<file path="config.mk">
export PLATFORM = sky130hd
export DESIGN_NAME = rx_word_buffer
export DESIGN_NICKNAME = d
export VERILOG_FILES = /design/src/rtl/rx_word_buffer.sv
export SDC_FILE = /design/constraint.sdc
export NUM_CORES = 1
export LEC_CHECK = 0
export CORE_UTILIZATION = 50
export CTS_CLUSTER_DIAMETER = 40
export DETAILED_ROUTE_END_ITERATION = 16
export PLACE_DENSITY = 0.8
export SETUP_SLACK_MARGIN = 0.2
export SYNTH_ARGS = -nofsm -noshare
export SYNTH_HDL_FRONTEND = slang
export SYNTH_SLANG_ARGS = --single-unit
</file>
<file path="constraint.sdc">
create_clock -name clk -period 6.8 [get_ports clk]
set_input_delay 1.02 -clock clk [delete_from_list [all_inputs] [get_ports clk]]
set_output_delay 1.02 -clock clk [all_outputs]
set_load 0.05 [all_outputs]
</file>
<file path="src/rtl/rx_word_buffer.sv">
`default_nettype none
// ============================================================================
// Module      : rx_word_buffer
// Description : Packs good UART characters into multi-character words, with
//               the first-received character in the MS bits. Characters with
//               a parity or framing error discard the partial word. Completed
//               words go into a small FIFO. Sticky error and overflow flags
//               are provided.
// Revision    : 1.0 - initial release
// ============================================================================
module rx_word_buffer #(
    parameter int DATA_W = 8,
    parameter int BYTES  = 2,
    parameter int DEPTH  = 4
) (
    input  logic                      clk,
    input  logic                      reset,
    input  logic [DATA_W-1:0]         data_in,
    input  logic                      valid,
    input  logic                      PERROR,
    input  logic                      FERROR,
    output logic [DATA_W*BYTES-1:0]   out,
    output logic                      out_valid,
    input  logic                      out_ready,
    output logic [$clog2(DEPTH):0]    fill,
    output logic                      perr_sticky,
    output logic                      ferr_sticky,
    output logic                      overflow,
    input  logic                      clear_err
);

    localparam int c_WORD_W = DATA_W * BYTES;
    localparam int c_PART_W = c_WORD_W - DATA_W;
    localparam int c_CNT_W  = $clog2(BYTES);
    localparam int c_PTR_W  = $clog2(DEPTH);
    localparam int c_FILL_W = c_PTR_W + 1;

    localparam logic [c_CNT_W-1:0]  c_LAST_CNT = c_CNT_W'(BYTES - 1);
    localparam logic [c_FILL_W-1:0] c_FULL     = c_FILL_W'(DEPTH);

    // Assembler state: characters already held, in arrival order (oldest highest)
    logic [c_CNT_W-1:0]  r_cnt;
    logic [c_PART_W-1:0] r_partial;

    // FIFO state
    logic [c_WORD_W-1:0] r_mem [0:DEPTH-1];
    logic [c_PTR_W-1:0]  r_wr_ptr;
    logic [c_PTR_W-1:0]  r_rd_ptr;
    logic [c_FILL_W-1:0] r_fill;

    // Sticky flags
    logic r_perr;
    logic r_ferr;
    logic r_ovf;

    logic                w_good;
    logic                w_bad;
    logic                w_last;
    logic [c_WORD_W-1:0] w_word;
    logic                w_full;
    logic                w_pop;
    logic                w_push;
    logic                w_drop;

    // A strobe is a good character only when neither error flag accompanies it
    assign w_good = valid & ~PERROR & ~FERROR;
    assign w_bad  = valid & (PERROR | FERROR);
    assign w_last = w_good & (r_cnt == c_LAST_CNT);

    // Word formed by appending the incoming character below the held ones
    assign w_word = {r_partial, data_in};

    assign w_full = (r_fill == c_FULL);
    assign w_pop  = out_valid & out_ready;

    // A full FIFO can still accept a word when the head leaves on the same edge
    assign w_push = w_last & (~w_full | w_pop);
    assign w_drop = w_last & w_full & ~w_pop;

    // Character assembler: count good characters, flush on error or completion
    always_ff @(posedge clk or negedge reset) begin
        if (!reset) begin
            r_cnt     <= '0;
            r_partial <= '0;
        end else if (w_bad) begin
            r_cnt     <= '0;
            r_partial <= '0;
        end else if (w_good) begin
            if (w_last) begin
                r_cnt     <= '0;
                r_partial <= '0;
            end else begin
                r_cnt     <= r_cnt + 1'b1;
                r_partial <= w_word[c_PART_W-1:0];
            end
        end
    end

    // FIFO storage: written only on an accepted push, no reset needed
    always_ff @(posedge clk) begin
        if (w_push) begin
            r_mem[r_wr_ptr] <= w_word;
        end
    end

    // FIFO pointers and occupancy; pointers wrap naturally at power-of-2 DEPTH
    always_ff @(posedge clk or negedge reset) begin
        if (!reset) begin
            r_wr_ptr <= '0;
            r_rd_ptr <= '0;
            r_fill   <= '0;
        end else begin
            if (w_push) begin
                r_wr_ptr <= r_wr_ptr + 1'b1;
            end
            if (w_pop) begin
                r_rd_ptr <= r_rd_ptr + 1'b1;
            end
            case ({w_push, w_pop})
                2'b10:   r_fill <= r_fill + 1'b1;
                2'b01:   r_fill <= r_fill - 1'b1;
                default: r_fill <= r_fill;
            endcase
        end
    end

    // Sticky flags: a new event wins over a coincident clear
    always_ff @(posedge clk or negedge reset) begin
        if (!reset) begin
            r_perr <= 1'b0;
            r_ferr <= 1'b0;
            r_ovf  <= 1'b0;
        end else begin
            r_perr <= (valid & PERROR) | (r_perr & ~clear_err);
            r_ferr <= (valid & FERROR) | (r_ferr & ~clear_err);
            r_ovf  <= w_drop | (r_ovf & ~clear_err);
        end
    end

    // Head word is forced to zero when empty so storage contents never leak out
    assign out_valid   = (r_fill != '0);
    assign out         = out_valid ? r_mem[r_rd_ptr] : '0;
    assign fill        = r_fill;
    assign perr_sticky = r_perr;
    assign ferr_sticky = r_ferr;
    assign overflow    = r_ovf;

endmodule
`default_nettype wire

</file>
==> impl_metrics.json, run 1 <==
{
  "cpMaxStageDelayCell": "dfrtp_1",
  "seq_power_share_pct": 41.0,
  "synth_top_area_share_pct": 58.47,
  "drive_gt1_share_pct": 15.53,
  "cts_setup_buffers": 0,
  "avgSynthCellArea_um2": 19.00,
  "hold_viol_final": 0,
  "multi_input_area_um2": 814.5,
  "synthTopCellsByArea": "edfxtp_1 (58%), dfrtp_1 (14%), mux4_2 (11%)",
  "synth.distinct_cells": 28,
  "wl_met2_mm": 2.634,
  "critPathBufInv": 1,
  "cts_resized": 0,
  "grt_setup_unrepaired": "no",
  "htree_num_levels": 3,
  "core_area_mm2": 0.006350,
  "clk_path_buf_depth": 2,
  "die_h_um": 83.08,
  "initialDrtViolationCount": 114,
  "synth_most_common_cell": "edfxtp_1",
  "avgRoutedWirePerCell_um": 18.89,
  "drv_slew": 0,
  "diodes": 0,
  "cp.arrival_ns": 2.91,
  "intPower_mw": 0.9839,
  "critPathRequiredTime_ns": 5.78,
  "wl_mm": 5.591,
  "holdWs_ns": 0.5156,
  "max_freq_mhz": 254.4,
  "syn_inst": 173,
  "final.fill_count": 471,
  "synth_seq_cells": 83,
  "syn-num-nets": 194,
  "grt_max_degree": 20,
  "numCtsBuffers": 9,
  "cts_tree": "built",
  "worstSkewPairLatency_ns": 0.34,
  "yosysWarnings": 0,
  "max_stage_delay_ns": 1.08,
  "num_io_pins": 38,
  "min_period_over_period_pct": 57.81,
  "power_density_mw_per_mm2": 411.4,
  "routed.top_layer": "met4",
  "nets": 235,
  "hold_path.class": "flop to flop",
  "switchingPower_mw": 0.6084,
  "synth_top_area_cell": "edfxtp_1",
  "grt_pass1_vias": 1725,
  "dieArea_mm2": 0.006902,
  "syn-cell-area_mm2": 0.003287,
  "tightest_slew_ns": 1.117,
  "area_delta_synth_final_pct": 17.74,
  "end_kind": "output port",
  "vias_per_cell": 5.584,
  "vias": 1653,
  "hpwl_mm": 3.420,
  "synth_flop_cell": "edfxtp_1",
  "p_leak_nw": 1.375,
  "maxCapViolations": 0,
  "grt_overflow": 0,
  "power_frac_comb_pct": 40.9,
  "p_clk_share_pct": 18.1,
  "cts-root-buf": "clkbuf_8",
  "path_cells": "mux4_2 > and2_1 > clkdlybuf4s50_1",
  "dpl_cell_area_mm2": 0.003716,
  "m1WireLength_mm": 2.476,
  "status": "finished clean",
  "setup_violations": 0,
  "async_flop_share_pct": 22.89,
  "io_buffer_count": 37,
  "antenna_found_initial": 0,
  "start_util_pct": 51.76,
  "cp_max_fo": 18,
  "synth_seq_area_share_pct": 72.93,
  "place_congestion": 0.7367,
  "die_w_um": 83.08,
  "seq_area_mm2": 0.002397,
  "drtAntennaViolNets": 0,
  "cts_hold_buf": 0,
  "synth-edff-count": 64,
  "ir_worst_vdd_v": 0.0002762,
  "min_period_ns": 3.931,
  "swShare_pct": 38.21,
  "final_area_mm2": 0.003870,
  "drtPass1Iterations": 4,
  "met3WireLength_um": 344,
  "crit_family": "flip-flops",
  "relSlewSlack_pct": 25.56,
  "grtUsageTotal_pct": 18.18,
  "fin_worst_skew_ns": 0.008869,
  "fin_util_pct": 60.95,
  "yosys-top-cells-count": "edfxtp_1 (64), dfrtp_1 (19), and2_1 (17)",
  "clk_pin_slew_ns": 0.07,
  "setup.worst_path.start_class": "flop",
  "cts.sinks": 83,
  "drc_errors": 0,
  "row_count": 29,
  "grt_pass1_wl_mm": 9.218,
  "worst-setup-path-type": "flop to output port",
  "finalSetupTns_ns": 0
}
-- registers in the layout, summed over array words and instances (netlist names) --
name	count
r_mem	64
ferr_sticky	1
r_partial	8
r_cnt	1
overflow	1
r_rd_ptr	2
perr_sticky	1
r_wr_ptr	2
fill	3
-- metrics by stage --
step           setup WS, ns  power, mW  std cells
2_1_floorplan         3.603      1.126        173
3_3_place_gp          3.200      1.314        280
3_5_place_dp          3.146      1.324        280
4_1_cts               2.770      1.609        296
5_1_grt               2.635      1.666        296
6_report              2.869      1.592        296
-- power groups by stage --
stage / Sequential (mW) / Combinational [mW] / Clock (mW)
4_1_cts: 0.657 / 0.658 / 0.294
3_3_place_gp: 0.663 / 0.652 / 0
3_5_place_dp: 0.667 / 0.657 / 0
2_1_floorplan: 0.643 / 0.484 / 0
6_report: 0.653 / 0.651 / 0.288
5_1_grt: 0.666 / 0.684 / 0.316
-- cells by family (layout without fill, tap and decap cells) --
logic type	count (synthesis)	in the layout	share of synthesized area, %
AOI/OAI and AO/OA	12	12	2.855
muxes	18	18	11.72
xor gates and xnor gates	6	6	1.599
DFF	83	83	72.93
adders and majority gates	6	6	2.512
buffers and inverters	17	63	2.284
and+or+nand+nor	31	31	6.091
-- final timing paths --
kind                                            end               startpoint  slack, ns  depth (start not counted)
max in group asynchronous   r_wr_ptr[0]$_DFFE_PN0P_                    reset       5.06                          1
max reg2reg                     fill[2]$_DFFE_PN0P_      fill[0]$_DFFE_PN0P_       4.31                          9
max                                          out[4]  r_rd_ptr[0]$_DFFE_PN0P_       2.87                          3
min reg2reg                     fill[2]$_DFFE_PN0P_      fill[2]$_DFFE_PN0P_       0.52                          1
min                             fill[2]$_DFFE_PN0P_      fill[2]$_DFFE_PN0P_       0.52                          1
min in group asynchronous  r_partial[4]$_DFFE_PN0P_                    reset       1.18                          1
-- final cells by class --
class                           instances  area share, %
Tap cell                               77          2.489
Timing Repair Buffer                   37          9.570
Multi-Input combinational cell         73          21.05
Clock buffer                           12          3.492
Sequential cell                        83          61.95
Inverter                               10         0.9699
Clock inverter                          4         0.4850
-- worst register-to-register path: cells and delay by family, from the launching register on --
family | cells | cell delay (ns)
flip-flops | 1 | 0.43
AND/OR/NAND/NOR | 3 | 0.98
adder cells (fa/ha/maj) | 2 | 0.55
buffers and inverters | 2 | 0.15
XOR/XNOR | 2 | 0.31
-- placed cells by master (no fill, tap or decap), types with 4 or more instances in the layout --
cell type	Yosys	layout
a22o_1	8	8
and2_1	17	17
and2_2	4	4
clkbuf_8	0	9
clkdlybuf4s50_1	0	37
dfrtp_1	19	19
edfxtp_1	64	64
ha_1	5	5
inv_1	9	9
mux4_2	16	16
-- routing by layer --
layer,track usage (%),vias to the layer above
met4,9.248,0
li1,-,745
met3,4.970,11
met5,0,-
met2,27.12,55
met1,24.81,842
No activity file was read; power rests on OpenSTA's default activity.
==> run 2: changes to the inputs <==
--- a/config.mk
+++ b/config.mk
@@ -8,7 +8,7 @@
 export CORE_UTILIZATION = 50
 export CTS_CLUSTER_DIAMETER = 40
 export DETAILED_ROUTE_END_ITERATION = 16
-export PLACE_DENSITY = 0.8
+export PLACE_DENSITY = 0.83
 export SETUP_SLACK_MARGIN = 0.2
 export SYNTH_ARGS = -nofsm -noshare
 export SYNTH_HDL_FRONTEND = slang
==> constraint.sdc (replaced) <==
create_clock -name clk -period 3.2 [get_ports clk]
set_input_delay 0.48 -clock clk [delete_from_list [all_inputs] [get_ports clk]]
set_output_delay 0.48 -clock clk [all_outputs]
set_load 0.05 [all_outputs]
==> impl_metrics.json, run 2 (synthesis gave the netlist of run 1 again) <==
{
  "cts_hold_buf": 0,
  "cts-root-buf": "clkbuf_8",
  "dieArea_mm2": 0.006902,
  "largest-register": "r_mem",
  "status": "finished clean",
  "max_stage_delay_ns": 0.73,
  "setup_violations": 0,
  "reg2reg_from": "fill[0]$_DFFE_PN0P_",
  "area_delta_synth_final_pct": 19.76,
  "grt_pass1_vias": 1721,
  "end_kind": "output port",
  "grt_pass1_wl_mm": 8.990,
  "crit_start": "fill[0]$_DFFE_PN0P_",
  "grtUsageTotal_pct": 17.95,
  "r2r-end": "fill[2]$_DFFE_PN0P_",
  "num_io_pins": 38,
  "vias_per_cell": 5.372,
  "die_h_um": 83.08,
  "initialDrtViolationCount": 92,
  "top_usage_layer": "met2",
  "ir_worst_vdd_v": 0.0006344,
  "path_cells": "or3_2 > and2_1 > clkdlybuf4s50_1",
  "drtAntennaViolNets": 0,
  "tightest_slew_ns": 0.8970,
  "r2r_slack_ns": 0.74,
  "power_density_mw_per_mm2": 897.3,
  "maxCapViolations": 0,
  "avgRoutedWirePerCell_um": 18.29,
  "grt_setup_unrepaired": "no",
  "die_w_um": 83.08,
  "hold_path.class": "flop to flop",
  "clk_pin_slew_ns": 0.07,
  "cts_setup_buffers": 0,
  "crit_family": "simple AND/OR/NAND/NOR gates",
  "holdWs_ns": 0.5275,
  "p_leak_nw": 1.418,
  "grt_max_degree": 20,
  "antenna_found_initial": 0,
  "min_period_over_period_pct": 90.49,
  "cts.sinks": 83,
  "place_congestion": 0.6981,
  "diodes": 0,
  "hpwl_mm": 3.391,
  "htree_num_levels": 3,
  "cts_resized": 0,
  "hold_viol_final": 0,
  "reg2reg_depth": 9,
  "globalRouteMet1Util_pct": 23.19,
  "drtPass1Iterations": 4,
  "critPathRequiredTime_ns": 2.72,
  "endpoint": "out[0]",
  "fin_worst_skew_ns": 0.005806,
  "holdCritStartpoint": "fill[2]$_DFFE_PN0P_",
  "wl_mm": 5.449,
  "cp.depth": 3,
  "cp.arrival_ns": 2.42,
  "core_area_mm2": 0.006350,
  "min_period_ns": 2.896,
  "drv_slew": 0,
  "use_met2_pct": 27.65,
  "drive_gt1_share_pct": 18.10,
  "nets": 238,
  "grt_use_met3_pct": 6.561,
  "setup.worst_path.start_class": "flop",
  "relSlewSlack_pct": 40.01,
  "final_common_cell": "edfxtp_1",
  "worst-setup-path-type": "flop to output port",
  "row_count": 29,
  "cts_tree": "built",
  "max_freq_mhz": 345.3,
  "worstSkewPairLatency_ns": 0.34,
  "start_util_pct": 51.76,
  "total_power_mw": 3.532,
  "numCtsBuffers": 9,
  "cpMaxStageDelayCell": "clkdlybuf4s50_1",
  "largest_reg_flops": 64,
  "critPathBufInv": 1,
  "grt_overflow": 0,
  "io_buffer_count": 37,
  "clk_path_buf_depth": 2,
  "finalSetupTns_ns": 0,
  "vias": 1601,
  "drc_errors": 0,
  "final_cell_mix": "edfxtp_1 (64), clkdlybuf4s50_1 (37), dfrtp_1 (19), and2_1 (17), mux4_2 (16)",
  "cp_max_fo": 19
}
==> run 2: power by group <==
part | internal, mW | switching [mW]
Sequential | 1.23 | 0.0694
Combinational | 0.622 | 0.908
Clock | 0.376 | 0.329
Total | 2.23 | 1.31
==> run 2: routing by layer <==
metal / wire, µm / part of all wire (%)
met3: 271 / 5.0
met4: 97 / 1.8
met5: 0 / 0
met1: 2348 / 43
met2: 2732 / 50
==> run 2: how the worst min path moves through the flow <==
stage | slack, ns | cells past startpoint | to
after floorplan | 0.18 | 0 | ferr_sticky$_DFF_PN0_
after global placement | 0.50 | 0 | r_mem[1][10]$_DFFE_PP_
after detailed placement | 0.51 | 0 | r_mem[3][11]$_DFFE_PP_
after CTS | 0.53 | 0 | r_mem[3][11]$_DFFE_PP_
after global routing | 0.55 | 0 | r_mem[3][11]$_DFFE_PP_
final | 0.53 | 1 | fill[2]$_DFFE_PN0P_
==> run 2: per-stage QoR <==
step | utilization, % | area, µm² | std cells | setup WS, ns
2_1_floorplan | - | 3287 | 173 | 0.5432
3_3_place_gp | 59.07 | 3751 | 283 | 0.3936
3_5_place_dp | 59.07 | 3751 | 283 | 0.2845
4_1_cts | 61.99 | 3936 | 298 | 0.2632
5_1_grt | 61.99 | 3936 | 298 | 0.2172
6_report | 61.99 | 3936 | 298 | 0.3042
==> run 2: final cells by class <==
class | instances | area (µm²)
clock buffer | 12 | 145.1
inverter | 10 | 37.54
multi-input combinational | 73 | 814.5
sequential | 83 | 2397
fill | 455 | 2414
tap | 77 | 96.34
clock inverter | 3 | 40.04
timing repair buffer | 40 | 405.4
